$ cat config.mk
export PLATFORM = sky130hd
export DESIGN_NAME = floo_axis_noc_rx_demux
export DESIGN_NICKNAME = d
export VERILOG_FILES = /design/src/rtl/noc_bridge_narrow_wide_pkg.sv /design/src/rtl/floo_axis_rx_chan_buf.sv /design/src/rtl/floo_axis_noc_rx_demux.sv
export SDC_FILE = /design/constraint.sdc
export NUM_CORES = 1
export LEC_CHECK = 0
export BUFFER_PORTS_ARGS = -buffer_cell sky130_fd_sc_hd__buf_2
export CAP_MARGIN = 30
export CORE_AREA = 2 2 275 277
export DETAILED_ROUTE_END_ITERATION = 7
export DIE_AREA = 0 0 277 279
export PLACE_DENSITY = 0.76
export SLEW_MARGIN = 10
export SYNTH_ARGS = -nofsm -noshare
export SYNTH_HDL_FRONTEND = slang
export SYNTH_SLANG_ARGS = --single-unit
$ cat constraint.sdc
create_clock -name clk_i -period 11.4 [get_ports clk_i]
set_input_delay 1.71 -clock clk_i [delete_from_list [all_inputs] [get_ports clk_i]]
set_output_delay 1.71 -clock clk_i [all_outputs]
set_load 0.03 [all_outputs]
$ cat src/rtl/noc_bridge_narrow_wide_pkg.sv
// Shared types and constants for the narrow/wide NoC <-> AXIS bridge.
// Channel header encoding, strobe patterns, flit/AXIS structs and the RX FSM states.
package noc_bridge_narrow_wide_pkg;

  localparam int NarrowFlitDataSize = 64;
  localparam int WideFlitDataSize   = 128;
  localparam int HdrWidth           = 2;
  localparam int AxisDataWidth      = WideFlitDataSize + HdrWidth;
  localparam int AxisStrbWidth      = WideFlitDataSize / 8;

  localparam logic [AxisStrbWidth-1:0] NarrowStrobe =
    {{(AxisStrbWidth - NarrowFlitDataSize / 8){1'b0}}, {(NarrowFlitDataSize / 8){1'b1}}};
  localparam logic [AxisStrbWidth-1:0] WideStrobe = '1;

  // Encoding 2'd3 is unused on the link and marks a malformed beat.
  typedef enum logic [1:0] {
    narrow_request  = 2'd0,
    narrow_response = 2'd1,
    wide_channel    = 2'd2
  } channel_hdr_e;

  typedef enum logic [1:0] {
    DISABLED = 2'd0,
    ACTIVE   = 2'd1,
    DRAINING = 2'd2
  } rx_state_e;

  typedef struct packed {
    logic [AxisDataWidth-1:0] data;
    logic [AxisStrbWidth-1:0] strb;
    logic                     last;
  } axis_t_chan_t;

  typedef struct packed {
    logic         tvalid;
    axis_t_chan_t t;
  } axis_req_t;

  typedef struct packed {
    logic tready;
  } axis_rsp_t;

  typedef struct packed {
    logic                          valid;
    logic                          ready;
    logic [NarrowFlitDataSize-1:0] data;
  } narrow_req_flit_t;

  typedef struct packed {
    logic                          valid;
    logic                          ready;
    logic [NarrowFlitDataSize-1:0] data;
  } narrow_rsp_flit_t;

  typedef struct packed {
    logic                        valid;
    logic                        ready;
    logic [WideFlitDataSize-1:0] data;
  } wide_flit_t;

  function automatic logic beat_malformed(input logic [HdrWidth-1:0] hdr,
                                          input logic [AxisStrbWidth-1:0] strb);
    logic bad;
    bad = 1'b1;
    case (hdr)
      narrow_request, narrow_response: bad = (strb != NarrowStrobe);
      wide_channel:                    bad = (strb != WideStrobe);
      default:                         bad = 1'b1;
    endcase
    return bad;
  endfunction

endpackage

$ cat src/rtl/floo_axis_rx_chan_buf.sv
// Per-channel receive FIFO: registered output (no fall-through, no bypass),
// valid/ready pop side and an optional one-cycle credit pulse per pop (FLOO_AXIS_RX_CREDIT_EN).
module floo_axis_rx_chan_buf #(
  parameter int unsigned Width        = 64,
  parameter int unsigned Depth        = 4,
  parameter bit          IgnoreAssert = 1'b0
) (
  input  logic             clk_i,
  input  logic             rst_i,
  input  logic             push_i,
  input  logic [Width-1:0] data_i,
  output logic             full_o,
  output logic             empty_o,
  output logic             valid_o,
  input  logic             ready_i,
  output logic [Width-1:0] data_o,
  output logic             credit_o
);

  localparam int unsigned PtrW = (Depth > 1) ? $clog2(Depth) : 1;
  localparam int unsigned CntW = $clog2(Depth + 1);

  logic [Width-1:0] mem_q [Depth];
  logic [PtrW-1:0]  wr_ptr_q, rd_ptr_q;
  logic [CntW-1:0]  cnt_q;
  logic             push_ok, pop_ok;

  function automatic logic [PtrW-1:0] ptr_inc(input logic [PtrW-1:0] p);
    return (p == PtrW'(Depth - 1)) ? '0 : p + 1'b1;
  endfunction

  assign full_o  = (cnt_q == CntW'(Depth));
  assign empty_o = (cnt_q == '0);
  assign valid_o = !empty_o;
  assign data_o  = mem_q[rd_ptr_q];

  // A full buffer refuses pushes even when it is being popped in the same cycle.
  assign push_ok = push_i && !full_o;
  assign pop_ok  = valid_o && ready_i;

  always_ff @(posedge clk_i) begin
    if (rst_i) begin
      wr_ptr_q <= '0;
      rd_ptr_q <= '0;
      cnt_q    <= '0;
    end else begin
      if (push_ok) wr_ptr_q <= ptr_inc(wr_ptr_q);
      if (pop_ok)  rd_ptr_q <= ptr_inc(rd_ptr_q);
      case ({push_ok, pop_ok})
        2'b10:   cnt_q <= cnt_q + 1'b1;
        2'b01:   cnt_q <= cnt_q - 1'b1;
        default: cnt_q <= cnt_q;
      endcase
    end
  end

  always_ff @(posedge clk_i) begin
    if (push_ok) mem_q[wr_ptr_q] <= data_i;
  end

`ifdef FLOO_AXIS_RX_CREDIT_EN
  assign credit_o = pop_ok;
`else
  assign credit_o = 1'b0;
`endif

  if (!IgnoreAssert) begin : gen_asserts
    a_no_push_full : assert property (@(posedge clk_i) disable iff (rst_i)
      !(push_i && full_o));
    a_stable_out : assert property (@(posedge clk_i) disable iff (rst_i)
      (valid_o && !ready_i) |=> (valid_o && $stable(data_o)));
  end

endmodule

$ cat src/rtl/floo_axis_noc_rx_demux.sv
// Receive demux: decodes the channel header of each AXIS beat and steers it into one of
// three independent channel buffers. Optional credit pulses via FLOO_AXIS_RX_CREDIT_EN.
//
// Handshake: a transfer happens on every rising clk_i where valid and ready are both high;
// a valid output holds its data until accepted. tready may depend on the beat's header.
module floo_axis_noc_rx_demux
  import noc_bridge_narrow_wide_pkg::*;
#(
  parameter int unsigned FifoDepth    = 4,
  parameter bit          IgnoreAssert = 1'b0
) (
  input  logic             clk_i,
  input  logic             rst_i,
  input  logic             enable_i,
  input  axis_req_t        axis_in_req_i,
  output axis_rsp_t        axis_in_rsp_o,
  output narrow_req_flit_t narrow_req_o,
  input  narrow_req_flit_t narrow_req_i,
  output narrow_rsp_flit_t narrow_rsp_o,
  input  narrow_rsp_flit_t narrow_rsp_i,
  output wide_flit_t       wide_o,
  input  wide_flit_t       wide_i,
  output logic             idle_o,
  output logic [15:0]      drop_cnt_o,
  output logic [2:0]       credit_o,
  output rx_state_e        state_o
);

  rx_state_e state_q, state_d;

  logic [HdrWidth-1:0]         hdr;
  logic [WideFlitDataSize-1:0] flit_data;
  logic                        malformed;
  logic                        target_full;
  logic                        accept_en;
  logic                        tready;
  logic                        handshake;
  logic                        push_req, push_rsp, push_wide;
  logic                        drop;
  logic [15:0]                 drop_cnt_q;

  logic                          req_full, req_empty, req_valid, req_credit;
  logic                          rsp_full, rsp_empty, rsp_valid, rsp_credit;
  logic                          wide_full, wide_empty, wide_valid, wide_credit;
  logic [NarrowFlitDataSize-1:0] req_data, rsp_data;
  logic [WideFlitDataSize-1:0]   wide_data;

  assign hdr       = axis_in_req_i.t.data[HdrWidth-1:0];
  assign flit_data = axis_in_req_i.t.data[AxisDataWidth-1:HdrWidth];
  assign malformed = beat_malformed(hdr, axis_in_req_i.t.strb);

  always_comb begin
    target_full = 1'b1;
    case (hdr)
      narrow_request:  target_full = req_full;
      narrow_response: target_full = rsp_full;
      wide_channel:    target_full = wide_full;
      default:         target_full = 1'b1;
    endcase
  end

  // Dropping enable_i closes the input in the same cycle, before the FSM leaves ACTIVE.
  assign accept_en = (state_q == ACTIVE) && enable_i;
  assign tready    = accept_en && (malformed || !target_full);
  assign handshake = axis_in_req_i.tvalid && tready;

  assign push_req  = handshake && !malformed && (hdr == narrow_request);
  assign push_rsp  = handshake && !malformed && (hdr == narrow_response);
  assign push_wide = handshake && !malformed && (hdr == wide_channel);
  assign drop      = handshake && malformed;

  always_ff @(posedge clk_i) begin
    if (rst_i) begin
      state_q <= DISABLED;
    end else begin
      state_q <= state_d;
    end
  end

  always_comb begin
    state_d = state_q;
    case (state_q)
      DISABLED: if (enable_i) state_d = ACTIVE;
      ACTIVE:   if (!enable_i) state_d = DRAINING;
      DRAINING: begin
        if (enable_i) begin
          state_d = ACTIVE;
        end else if (req_empty && rsp_empty && wide_empty) begin
          state_d = DISABLED;
        end
      end
      default:  state_d = DISABLED;
    endcase
  end

  always_ff @(posedge clk_i) begin
    if (rst_i) begin
      drop_cnt_q <= '0;
    end else if (drop && (drop_cnt_q != 16'hFFFF)) begin
      drop_cnt_q <= drop_cnt_q + 16'd1;
    end
  end

  floo_axis_rx_chan_buf #(
    .Width(NarrowFlitDataSize), .Depth(FifoDepth), .IgnoreAssert(IgnoreAssert)
  ) i_req_buf (
    .clk_i, .rst_i,
    .push_i  (push_req),
    .data_i  (flit_data[NarrowFlitDataSize-1:0]),
    .full_o  (req_full),
    .empty_o (req_empty),
    .valid_o (req_valid),
    .ready_i (narrow_req_i.ready),
    .data_o  (req_data),
    .credit_o(req_credit)
  );

  floo_axis_rx_chan_buf #(
    .Width(NarrowFlitDataSize), .Depth(FifoDepth), .IgnoreAssert(IgnoreAssert)
  ) i_rsp_buf (
    .clk_i, .rst_i,
    .push_i  (push_rsp),
    .data_i  (flit_data[NarrowFlitDataSize-1:0]),
    .full_o  (rsp_full),
    .empty_o (rsp_empty),
    .valid_o (rsp_valid),
    .ready_i (narrow_rsp_i.ready),
    .data_o  (rsp_data),
    .credit_o(rsp_credit)
  );

  floo_axis_rx_chan_buf #(
    .Width(WideFlitDataSize), .Depth(FifoDepth), .IgnoreAssert(IgnoreAssert)
  ) i_wide_buf (
    .clk_i, .rst_i,
    .push_i  (push_wide),
    .data_i  (flit_data),
    .full_o  (wide_full),
    .empty_o (wide_empty),
    .valid_o (wide_valid),
    .ready_i (wide_i.ready),
    .data_o  (wide_data),
    .credit_o(wide_credit)
  );

  always_comb begin
    narrow_req_o       = '0;
    narrow_req_o.valid = req_valid;
    narrow_req_o.data  = req_data;
    narrow_rsp_o       = '0;
    narrow_rsp_o.valid = rsp_valid;
    narrow_rsp_o.data  = rsp_data;
    wide_o             = '0;
    wide_o.valid       = wide_valid;
    wide_o.data        = wide_data;
  end

  assign axis_in_rsp_o.tready = tready;
  assign idle_o               = (state_q == DISABLED);
  assign drop_cnt_o           = drop_cnt_q;
  assign credit_o             = {wide_credit, rsp_credit, req_credit};
  assign state_o              = state_q;

  // Inbound flit structs only carry a meaningful ready bit; the rest is ignored.
  logic unused_inputs;
  assign unused_inputs = ^{axis_in_req_i.t.last,
                           narrow_req_i.valid, narrow_req_i.data,
                           narrow_rsp_i.valid, narrow_rsp_i.data,
                           wide_i.valid, wide_i.data};

endmodule
# Yosys cells after proc, flatten, opt, wreduce, memory -nomap -nowiden
# Memory sizes are Yosys's and may differ from the RTL's. A register that Yosys moved wholly into a read port is not among the register bits.
# Cells that the tools add are included.
[word_totals]
reg_bits = 39
mem_bits_rw = 1024
inputBits = 413
out_inout_bits = 285
word_cells = 116
mem_count = 3
[classes]
n_addsub = 13
n_eq_ne = 25
mux = 28
reduce_logical = 36
[memory_table]
columns = ["name", "depth", "width", "read_ports", "rd_ports_with_merged_regs", "write_ports", "line", "rtl"]
rows = [
  ["i_wide_buf.mem_q", 4, 128, 1, 1, 1, "floo_axis_rx_chan_buf.sv:23", "logic [Width-1:0] mem_q [Depth];"],
  ["i_req_buf.mem_q", 4, 64, 1, 1, 1, "floo_axis_rx_chan_buf.sv:23", ""],
  ["i_rsp_buf.mem_q", 4, 64, 1, 1, 1, "floo_axis_rx_chan_buf.sv:23", ""],
]
[op_table]
columns = ["op", "n"]
rows = [
  ["$mux 2", 16],
  ["$ne 16x16->1 const B", 2],
  ["$eq 2x2->1 const B", 11],
  ["$pmux 3 s2", 3],
  ["$logic_and 1x1->1", 17],
  ["$add 16x1->16 const B", 1],
  ["$ne 16x8->1 const B", 1],
  ["$add 2x1->2 const B", 6],
  ["$eq 2x1->1 const B", 5],
  ["$add 3x1->3 const B", 3],
  ["$eq 3x3->1 const B", 3],
  ["$logic_not 3->1", 3],
  ["$sub 3x1->3 const B", 3],
  ["$logic_not 1->1", 8],
  ["$mux 1", 6],
  ["$pmux 2 s3", 1],
  ["$reduce_bool 2->1", 3],
  ["$logic_not 2->1", 2],
  ["$ne 2x2->1 const B", 2],
  ["$ne 3x3->1 const B", 1],
  ["$pmux 1 s3", 1],
  ["$reduce_and 3->1", 1],
  ["$pmux 1 s2", 1],
  ["$reduce_or 2->1", 1],
  ["$logic_or 1x1->1", 1],
]

# Depth between registers and ports, before layout
# Gate-level depths: netlist of the first run.
[logic_depth]
ltp_word = 11
mapped_depth = 10
depth_no_buf = 10

# Hierarchy
# Synthesis of the first run repeated with hierarchy kept, for this count alone.
[unflattened]
cells_unflattened = 1647
hier_area_um2 = 39648.0
[modules_own_cells]
columns = ["mod", "n_inst", "cells_per_inst", "area_each_um2", "seq_area_each_um2"]
rows = [
  ["floo_axis_rx_chan_buf (i_req_buf ...)", 2, 391, 9724.3, 7867.5],
  ["floo_axis_rx_chan_buf (i_wide_buf)", 1, 725, 18989.5, 15554.9],
  ["floo_axis_noc_rx_demux", 1, 140, 1209.9, 360.3],
]

# Least setup slack after synthesis of the first run
# OpenSTA, ideal clock, no wires.
[synth_timing]
path_type = "input to register"
start = "input port axis_in_req_i[8] in the netlist's numbering"
end = "memory i_wide_buf.mem_q[0][0] in the netlist's numbering, enable pin"
setup_time_ns = 0.503
arrival_time_ns = 5.743
required_time_ns = 10.897
path_slack_ns = 5.154
cell_stages = 6
path_cell_list = "nand4_1 -> a211oi_1 -> o21a_4 -> buf_2 -> buf_2 -> and3_1"
[synth_via]
elab_chain_cells = 10
word_cells_on_any_way = 12
classes_between = "eq/ne (2); mux (3); reduce/logical (7)"
[synth_lines]
columns = ["item", "line", "rtl"]
rows = [
  ["start: declaration", "floo_axis_noc_rx_demux.sv:15", "input axis_req_t axis_in_req_i,"],
  ["$ne 16x16->1 or $ne 16x8->1 (tied branches)", "noc_bridge_narrow_wide_pkg.sv:67, noc_bridge_narrow_wide_pkg.sv:66", ""],
  ["$pmux 1 s2 (*)", "noc_bridge_narrow_wide_pkg.sv:65", "case (hdr)"],
  ["$logic_or 1x1->1", "floo_axis_noc_rx_demux.sv:64", "assign tready = accept_en && (malformed || !target_full);"],
  ["$logic_and 1x1->1", "floo_axis_noc_rx_demux.sv:64", ""],
  ["$logic_and 1x1->1", "floo_axis_noc_rx_demux.sv:65", "assign handshake = axis_in_req_i.tvalid && tready;"],
  ["$logic_and 1x1->1 (*) (2 in series)", "floo_axis_noc_rx_demux.sv:69", "assign push_wide = handshake && !malformed && (hdr == wide_channel);"],
  ["$logic_and 1x1->1 (*)", "floo_axis_rx_chan_buf.sv:38", "assign push_ok = push_i && !full_o;"],
  ["$mux 1 (*)", "floo_axis_rx_chan_buf.sv:58", "if (push_ok) mem_q[wr_ptr_q] <= data_i;"],
  ["$mux 1 (not written as such) (*)", "floo_axis_rx_chan_buf.sv:58", ""],
  ["end: declaration", "floo_axis_rx_chan_buf.sv:23", ""],
]
# Every way passes the cells marked *; elsewhere a longest branch is shown, timed or not.

==> out/qor.yml, run 1 <==
ys_top_cells_by_count: "1,024 x edfxtp_1, 256 x mux4_2, 45 x dfxtp_1"
wirelength_um: 86600
cts-buffers-inserted: 102
seq_area_mm2: 0.0317
busiest_layer: "met2"
start_util_pct: 53.1
grt_max_degree: 67
async_flop_share_pct: 0
holdPathStages: 2
syn-instance-count: 1631
worst_hold_slack_ns: 0.483
setup_tns_ns: 0
clock_latency_ns: 0.67
grt_usage_pct: 22.5
grt_pass1_vias: 19724
wire_per_inst_um: 27.2
rsz0062_at_grt: "false"
place_area_mm2: 0.0426
ys_warn_count: 0
drc: 0
dieArea_mm2: 0.0773
grt_pass1_wl_um: 127000
port-buffer-count: 431
hold_viol_final: 0
p_leak_nw: 14.8
io-pin-count: 698
critical_path_required_ns: 9.69
post_cts_buffers: 0
cp-end-kind: "primary output"
grt-ovfl-total: 0
reg2reg_slack_ns: 8.40
clock_sinks: 1069
cap_viol_max_count: 0
r2r-end: "i_rsp_buf.mem_q[2][16]"
antenna_found_initial: 10
cts_hold_buf: 0
reg2reg_depth: 5
cts_resized: 0
via_per_inst: 5.90
root_buffer: "clkbuf_16"
multiInputGateArea_mm2: 0.00728
cp_max_fo: 41
met1_usage_pct: 29.6
avgSynthCellArea_um2: 24.1
fp.dieW_um: 277
row_count: 100
htreeDepth: 3
first_iter_violations: 1617
cp_data_arrival_time_ns: 3.29
final_net_count: 2558
final_cells: 3184
num_vias: 18780
ys_seq_area_share_pct: 80.5
min_path_type: "reg -> reg"
clkTransAtPathRegs_ns: 0.06
worst_setup_path_start_kind: "flip-flop"
syn-cell-area_mm2: 0.0393
ir_drop_mv: 0.141
num-fill-cells: 4950
dpl.hpwl_um: 49900
final_area_mm2: 0.0460
yosys-top-cells-area: "edfxtp_1 78%, mux4_2 15%, dfxtp_1 2.3%"
drive_gt1_share_pct: 40.0
die_h_um: 279
ys_types: 46
tightest_slew_ns: 0.967
gp_congestion: 0.750
min_period_ns: 5.00
outcome: "finished clean"
yosysTopAreaCellShare_pct: 78.2
worst_slew_margin_rel_pct: 35.5
dp.cells: 2985
worstHoldStart: "i_rsp_buf.rd_ptr_q[1]"
use_met3_pct: 6.62
synth_seq_cells: 1069
final_util_pct: 62.1
finalCritPeriodShare_pct: 43.9
finalWorstSetupSlack_ns: 6.40
crit-reg2reg-launch: "state_o[0]"
dp_slack_ns: 6.50
total_power_mw: 7.69
fin_skew_ns: 0.0455
max_freq_ghz: 0.200
grt_util_met2_pct: 36.8
synth_top_cell_by_area: "edfxtp_1"
coreArea_mm2: 0.0741
ys.flop_type: "edfxtp_1"
powerDensity_mw_per_mm2: 167
synth_edf_count: 1024
synth.most_common_cell: "edfxtp_1"
crit_type: "reg -> out"
synthToLayoutAreaGrowth_pct: 17.0
postRouteAntennaNets: 0
drt_first_pass_iters: 5
slew_violations: 0
cts_tree: "done"
cts_buffer_depth: 3
setup_viol: 0
## registers in the layout (all words and copies together), names as in the netlist, named ones only
register	cells
i_req_buf.rd_ptr_q	2
i_wide_buf.rd_ptr_q	2
i_req_buf.cnt_q	3
i_req_buf.wr_ptr_q	2
drop_cnt_o	16
i_wide_buf.wr_ptr_q	2
state_o	2
i_rsp_buf.wr_ptr_q	2
i_wide_buf.cnt_q	3
i_req_buf.mem_q	256
i_rsp_buf.rd_ptr_q	2
i_rsp_buf.cnt_q	3
i_rsp_buf.mem_q	256
i_wide_buf.mem_q	512
## where the power goes
part	leakage [nW]	switching [mW]	internal, mW
clock	1.60	1.42	1.89
combinational	3.68	0.0601	0.0210
sequential	9.57	0.000690	4.30
## placed cells by master (no fill, tap or decap), drive strengths merged, types with 19 or more instances in the layout
cell    count
a21oi      32
buf       459
clkbuf    126
clkinv     48
dfxtp      45
edfxtp   1024
ha         19
inv        24
mux4      256
nand2      20
nor2       24
## per-layer routing
| metal | share of wire [%] | vias to the layer above |
|---|---|---|
| met2 | 50 | 814 |
| met1 | 38 | 9904 |
| met4 | 2.2 | 8 |
| met5 | 0.066 | - |
| li1 | - | 7921 |
| met3 | 9.3 | 133 |
## critical path, stage by stage, from the launching register on
cell and delay [ns]:
dfxtp_4 0.47, buf_4 0.68, buf_4 0.31, buf_16 0.31, mux4_2 0.57, buf_2 0.21
## worst max path at each step
stage,startpoint,endpoint,slack [ns],cells after the start
finish,flip-flop,wide_o[119],6.40,5
global route,flip-flop,wide_o[39],6.15,5
CTS,flip-flop,wide_o[43],6.00,4
floorplan,axis_in_req_i[8],i_wide_buf.mem_q[0][0],5.15,6
global placement,axis_in_req_i[7],i_wide_buf.mem_q[3][26],6.57,6
detailed placement,axis_in_req_i[17],i_wide_buf.mem_q[3][35],6.50,5
## cells by family after synthesis
family	Yosys count	synth area share, %
flops	1069	80.5
mux	260	14.8
simple gates	116	1.67
buf+inv	97	1.13
compound gates	60	1.00
fa+ha+maj	22	0.758
xor+xnor	6	0.134
other cells	1	0.00954
## cell type report
cell class	count	area share [%]
diodes	7	0.0381
clock buffers	126	5.79
clock inverters	63	1.41
inverters	21	0.171
multi-input cells	470	15.8
flip-flops and latches	1069	68.9
well taps	969	2.64
repair buffers	459	5.28
No activity file was read; power rests on OpenSTA's default activity.
==> run 2, diff against run 1 <==
- ABC_AREA: default -> 1
- CORE_AREA: 2 2 275 277 -> 2 2 287 289
- DIE_AREA: 0 0 277 279 -> 0 0 289 291
- PLACE_DENSITY: 0.76 -> 0.75
- clock period: 11.4 -> 4.53 ns (I/O delays scaled with it)
==> run 2 against run 1 <==
Flip-flop and latch count unchanged; synthesized area increased by 2.3%; critical path depth decreased by 1; routed wire length increased by 11%; total power increased to 2.7 times the previous value; highest routed layer unchanged.
==> out/qor.yml, run 2 <==
reg2reg_depth: 6
ys_top_cells_by_count: "1,024 x edfxtp_1, 573 x nor2_1, 541 x o21ai_0"
dp_slack_ns: 0.980
grt_max_degree: 177
start_util_pct: 49.5
synth_compound_area_share_pct: 11.3
ys.flop_type: "edfxtp_1"
largestRegisters: "i_wide_buf.mem_q x512, i_req_buf.mem_q x256, i_rsp_buf.mem_q x256"
drive_gt1_share_pct: 20.1
holdPathStages: 1
post_cts_buffers: 0
root_buffer: "clkbuf_16"
largest_register_ffs: 512
pwr-share-seq_pct: 52.5
setup_tns_ns: 0
cts_buffer_depth: 3
postRouteAntennaNets: 0
yosys-top-cells-area: "edfxtp_1 76%, o21ai_0 6.7%, nor2_1 5.3%"
p_leak_nw: 16.2
synthSimpleGateAreaFrac_pct: 6.63
ys_types: 37
grt_pass1_vias: 23770
fin_skew_ns: 0.0413
powerDensity_mw_per_mm2: 437
cts_hold_buf: 0
critical_path_required_ns: 3.85
syn-cell-area_mm2: 0.0402
layout_common_cells: "1,024 x edfxtp_1, 561 x nor2_1, 541 x o21ai_0, 431 x buf_2, 256 x o22ai_1"
finalCritPeriodShare_pct: 78.6
final_common_cell: "edfxtp_1"
grt_pass1_wl_um: 143000
antenna_found_initial: 4
critPathTopFamily: "buffers and inverters"
synth_seq_cells: 1069
p_int_mw: 16.1
min_path_type: "in -> reg"
max_freq_ghz: 0.281
ys_warn_count: 0
switchingPower_mw: 4.52
grt-ovfl-total: 0
gp_congestion: 0.821
wire_per_inst_um: 21.7
cp_data_arrival_time_ns: 2.88
wirelength_um: 96300
hold_viol_final: 0
cts_resized: 0
r2r-end: "i_wide_buf.mem_q[1][35]"
slew_violations: 0
final_area_mm2: 0.0473
yosysTopAreaCellShare_pct: 76.4
syn-instance-count: 2859
cap_viol_max_count: 0
crit_type: "reg -> out"
die_h_um: 291
clkTransAtPathRegs_ns: 0.06
via_per_inst: 5.59
ys_seq_area_share_pct: 78.7
row_count: 105
synth.most_common_cell: "edfxtp_1"
worst_slew_margin_rel_pct: 38.1
synth_xor_area_share_pct: 0.305
async_flop_share_pct: 0
cts-buffers-inserted: 106
finalWorstSetupSlack_ns: 0.967
drc: 0
worst_setup_path_start_kind: "flip-flop"
regMostFlops: "i_wide_buf.mem_q"
reg2reg_slack_ns: 1.44
worst_hold_slack_ns: 0.231
drt_first_pass_iters: 7
min_period_ns: 3.56
combPwrFrac_pct: 5.3
synthToLayoutAreaGrowth_pct: 17.6
coreArea_mm2: 0.0812
setup_viol: 0
first_iter_violations: 1907
synth_edf_count: 1024
rsz0062_at_grt: "false"
slowest_stage: "dfxtp_4"
ir_drop_mv: 0.453
clkPwrFrac_pct: 42.2
htreeDepth: 3
synth_top_cell_by_area: "edfxtp_1"
p_sw_share_pct: 21.9
cts_tree: "done"
clock_latency_ns: 0.66
tightest_slew_ns: 0.928
crit_cells: 4
synth_top_family_by_area: "compound AO/OA/AOI/OAI gates"
crit-reg2reg-launch: "state_o[0]"
path_cells: "buf_4 -> o21ai_0 -> o22ai_1 -> buf_2"
worstHoldStart: "axis_in_req_i[129]"
final_net_count: 3701
avgSynthCellArea_um2: 14.1
num_vias: 24830
grt_usage_pct: 22.6
dpl.hpwl_um: 55500
muxShareOfSynthArea_pct: 0
whs_endpoint: "i_wide_buf.mem_q[3][110]"
dieArea_mm2: 0.0841
yosys.area_share.adder_pct: 0.740
final_util_pct: 58.2
cp_max_fo: 68
io-pin-count: 698
max_stage_delay_ns: 0.74
fp.dieW_um: 289
path_buf_inv: 2
clock_sinks: 1069
outcome: "finished clean"
cp-end-kind: "primary output"
port-buffer-count: 431
place_area_mm2: 0.0437
## run 2: cell count changes in the layout (fill, tap and decap cells not counted), sizes merged, moves of 12 or more
cell,delta
nor2,+552
o21ai,+538
mux4,-256
o22ai,+255
nand2,+46
inv,+38
buf,+17
o31ai,-13
or4,-13
nand3,+12
## run 2: worst register-to-register path: cells and delay by family, from the launching register on
family	cells	cell delay, ns
simple gates	4	1.77
flops	1	0.39
buf+inv	2	0.57
## run 2: worst max path at each step
stage	start	to	slack, ns
final	flip-flop	narrow_rsp_o[55]	0.97
after global routing	flip-flop	narrow_rsp_o[55]	0.75
after CTS	flip-flop	narrow_rsp_o[53]	0.82
after floorplan	enable_i	i_wide_buf.mem_q[0][0]	-0.95
after detailed placement	axis_in_req_i[18]	i_wide_buf.mem_q[1][30]	0.98
after global placement	axis_in_req_i[18]	i_wide_buf.mem_q[1][32]	0.99
## run 2: cell families after synthesis
kind of cell / count (synthesis)
AO/OA/AOI/OAI: 835
XOR/XNOR: 14
adder cells (fa/ha/maj): 22
buffers and inverters: 238
flip-flops: 1069
other: 1
AND/OR/NAND/NOR: 680
## run 2: power groups by stage
stage | Clock [mW] | Combinational [mW] | Sequential [mW]
floorplan | 0 | 0.630 | 11.0
global placement | 0 | 1.08 | 11.1
detailed placement | 0 | 1.10 | 11.1
CTS | 8.87 | 1.10 | 10.9
global route | 9.25 | 1.18 | 10.9
finish | 8.72 | 1.09 | 10.9
## run 2: layout make-up
type / instances / area, µm²
antenna: 14 / 35.0
tap: 1070 / 1340
fill: 6163 / 33900
multi-input combinational: 1557 / 7730
sequential: 1069 / 31700
clock buffer: 121 / 2740
timing repair buffer: 476 / 2770
clock inverter: 80 / 781
inverter: 56 / 225
## run 2: metal layers
metal  global-route usage (%)  vias to the layer above  part of all wire, %
met4                     6.95                        2                  2.6
li1                         -                    11501                    -
met1                     29.0                    12276                   40
met3                     6.26                      153                  8.9
met2                     37.3                      898                   49
met5                        0                        -               0.0073
## run 2: metrics by stage
stage	power, mW	instances
5_1_grt	21.3	4431
3_3_place_gp	12.1	4228
2_1_floorplan	11.7	2864
3_5_place_dp	12.2	4228
6_report	20.7	4443
4_1_cts	20.8	4429
==> run 3, diff against run 2 <==
- CORE_AREA: 2 2 287 289 -> 2 2 272 274
- DIE_AREA: 0 0 289 291 -> 0 0 274 276
- PLACE_DENSITY: 0.75 -> 0.79
- clock period: 4.53 -> 3.3 ns (I/O delays scaled with it)
==> run 3 against run 2 <==
Flip-flop and latch count unchanged; die area is 10% lower; clock-buffer cell count is 7 higher; sequential share of layout area increased by 0.060 points; clock power rose by 33%; critical path type unchanged; critical endpoint is now wide_o[91].
==> out/qor.yml, run 3 (synthesis results as in run 2) <==
outcome: "finished clean"
slew_violations: 0
row_count: 99
num_vias: 25133
worst_slew_margin_rel_pct: 42.6
layout_common_cells: "1,024 x edfxtp_1, 559 x nor2_1, 541 x o21ai_0, 431 x buf_2, 256 x o22ai_1"
wire_per_inst_um: 22.0
final_area_mm2: 0.0472
cts_buffer_depth: 3
dp_slack_ns: 0.477
powerDensity_mw_per_mm2: 593
p_leak_nw: 16.3
largest_register_ffs: 512
drt_first_pass_iters: 5
final_net_count: 3719
max_freq_ghz: 0.323
multiInputGateArea_mm2: 0.00778
root_buffer: "clkbuf_16"
critical_path_required_ns: 2.80
dieArea_mm2: 0.0756
fin_skew_ns: 0.0272
finalWorstSetupSlack_ns: 0.209
clkTransAtPathRegs_ns: 0.06
final_common_cell: "edfxtp_1"
seq_area_mm2: 0.0317
ir_drop_mv: 0.572
place_area_mm2: 0.0439
worst_hold_slack_ns: 0.0414
fp.dieW_um: 274
port-buffer-count: 431
min_period_ns: 3.09
regMostFlops: "i_wide_buf.mem_q"
grt_pass1_vias: 24339
synthToLayoutAreaGrowth_pct: 17.5
wirelength_um: 95300
cp_data_arrival_time_ns: 2.60
first_iter_violations: 2391
finalCritPeriodShare_pct: 93.7
grt_max_degree: 165
cap_viol_max_count: 0
via_per_inst: 5.81
clock_latency_ns: 0.66
drive_gt1_share_pct: 20.5
worst_setup_path_start_kind: "flip-flop"
clock_sinks: 1069
grt_usage_pct: 24.8
largestRegisters: "i_wide_buf.mem_q x512, i_req_buf.mem_q x256, i_rsp_buf.mem_q x256"
cts-buffers-inserted: 104
drc: 0
start_util_pct: 55.4
setup_tns_ns: 0
coreArea_mm2: 0.0726
io-pin-count: 698
cp_max_fo: 82
cp-end-kind: "primary output"
min_path_type: "in -> reg"
htreeDepth: 3
reg2reg_slack_ns: 0.81
setup_viol: 0
cts_tree: "done"
num-fill-cells: 5046
antenna_found_initial: 10
tightest_slew_ns: 0.861
crit_type: "reg -> out"
gp_congestion: 0.805
total_power_mw: 28.0
dpl.hpwl_um: 56300
cts_resized: 0
grt-ovfl-total: 0
die_h_um: 276
hold_viol_final: 0
grt_pass1_wl_um: 143000
rsz0062_at_grt: "false"
postRouteAntennaNets: 0
-- run 3: changes by cell type in the layout (fill, tap and decap cells not counted), sizes merged --
cell,delta
diode,-11
clkinv,-16
clkinvlp,-2
buf,+19
bufinv,-2
clkbuf,+7
dlygate4sd3,+1
inv,-1
-- run 3: layer usage --
layer  wire length [µm]  vias up  GRT usage (%)
li1                   -    11509              -
met1              36200    12286           32.2
met2              46200     1155           40.9
met3              10900      167           7.59
met4               1950       16           6.65
met5                102        -              0
-- run 3: path summary, 6_finish.rpt --
path                           start                       to  cells after the start
hold / removal    axis_in_req_i[114]  i_wide_buf.mem_q[2][95]                      1
setup reg to reg  i_rsp_buf.cnt_q[0]       i_req_buf.cnt_q[2]                     14
hold reg to reg        drop_cnt_o[9]            drop_cnt_o[9]                      2
setup / recovery           flip-flop               wide_o[91]                      5
-- run 3: critical path, stage by stage (launching register included) --
cell and delay (ns):
dfxtp_4 0.53, inv_4 0.34, buf_12 0.36, o21ai_0 0.19, o22ai_1 0.21, buf_2 0.24
-- run 3: metrics by stage --
stage          std cells  utilization [%]
2_1_floorplan       2864                -
3_3_place_gp        4136             60.5
3_5_place_dp        4136             60.5
4_1_cts             4324             65.1
5_1_grt             4326             65.1
6_report            4327             65.1
-- run 3: area by class of cell --
cell class	instances	area share (%)
Tap cell	959	2.54
Inverter	56	0.471
Clock buffer	128	5.81
Timing Repair Buffer	496	6.40
Sequential cell	1069	67.0
Multi-Input combinational cell	1557	16.5
Antenna cell	3	0.0159
Clock inverter	59	1.27
-- run 3: repair_timing --
action                                  CTS  global route
endpoints found under the setup margin    0             0
setup buffers                             0             0
hold buffers                              1             0
endpoints found under the hold margin     1             0
-- run 3: where the power goes --
| part | internal (mW) | switching, mW | leakage, nW |
|---|---|---|---|
| clock network | 6.69 | 4.86 | 1.64 |
| logic | 0.386 | 1.17 | 5.07 |
| registers | 14.9 | 0.0269 | 9.57 |
| total | 21.9 | 6.06 | 16.3 |
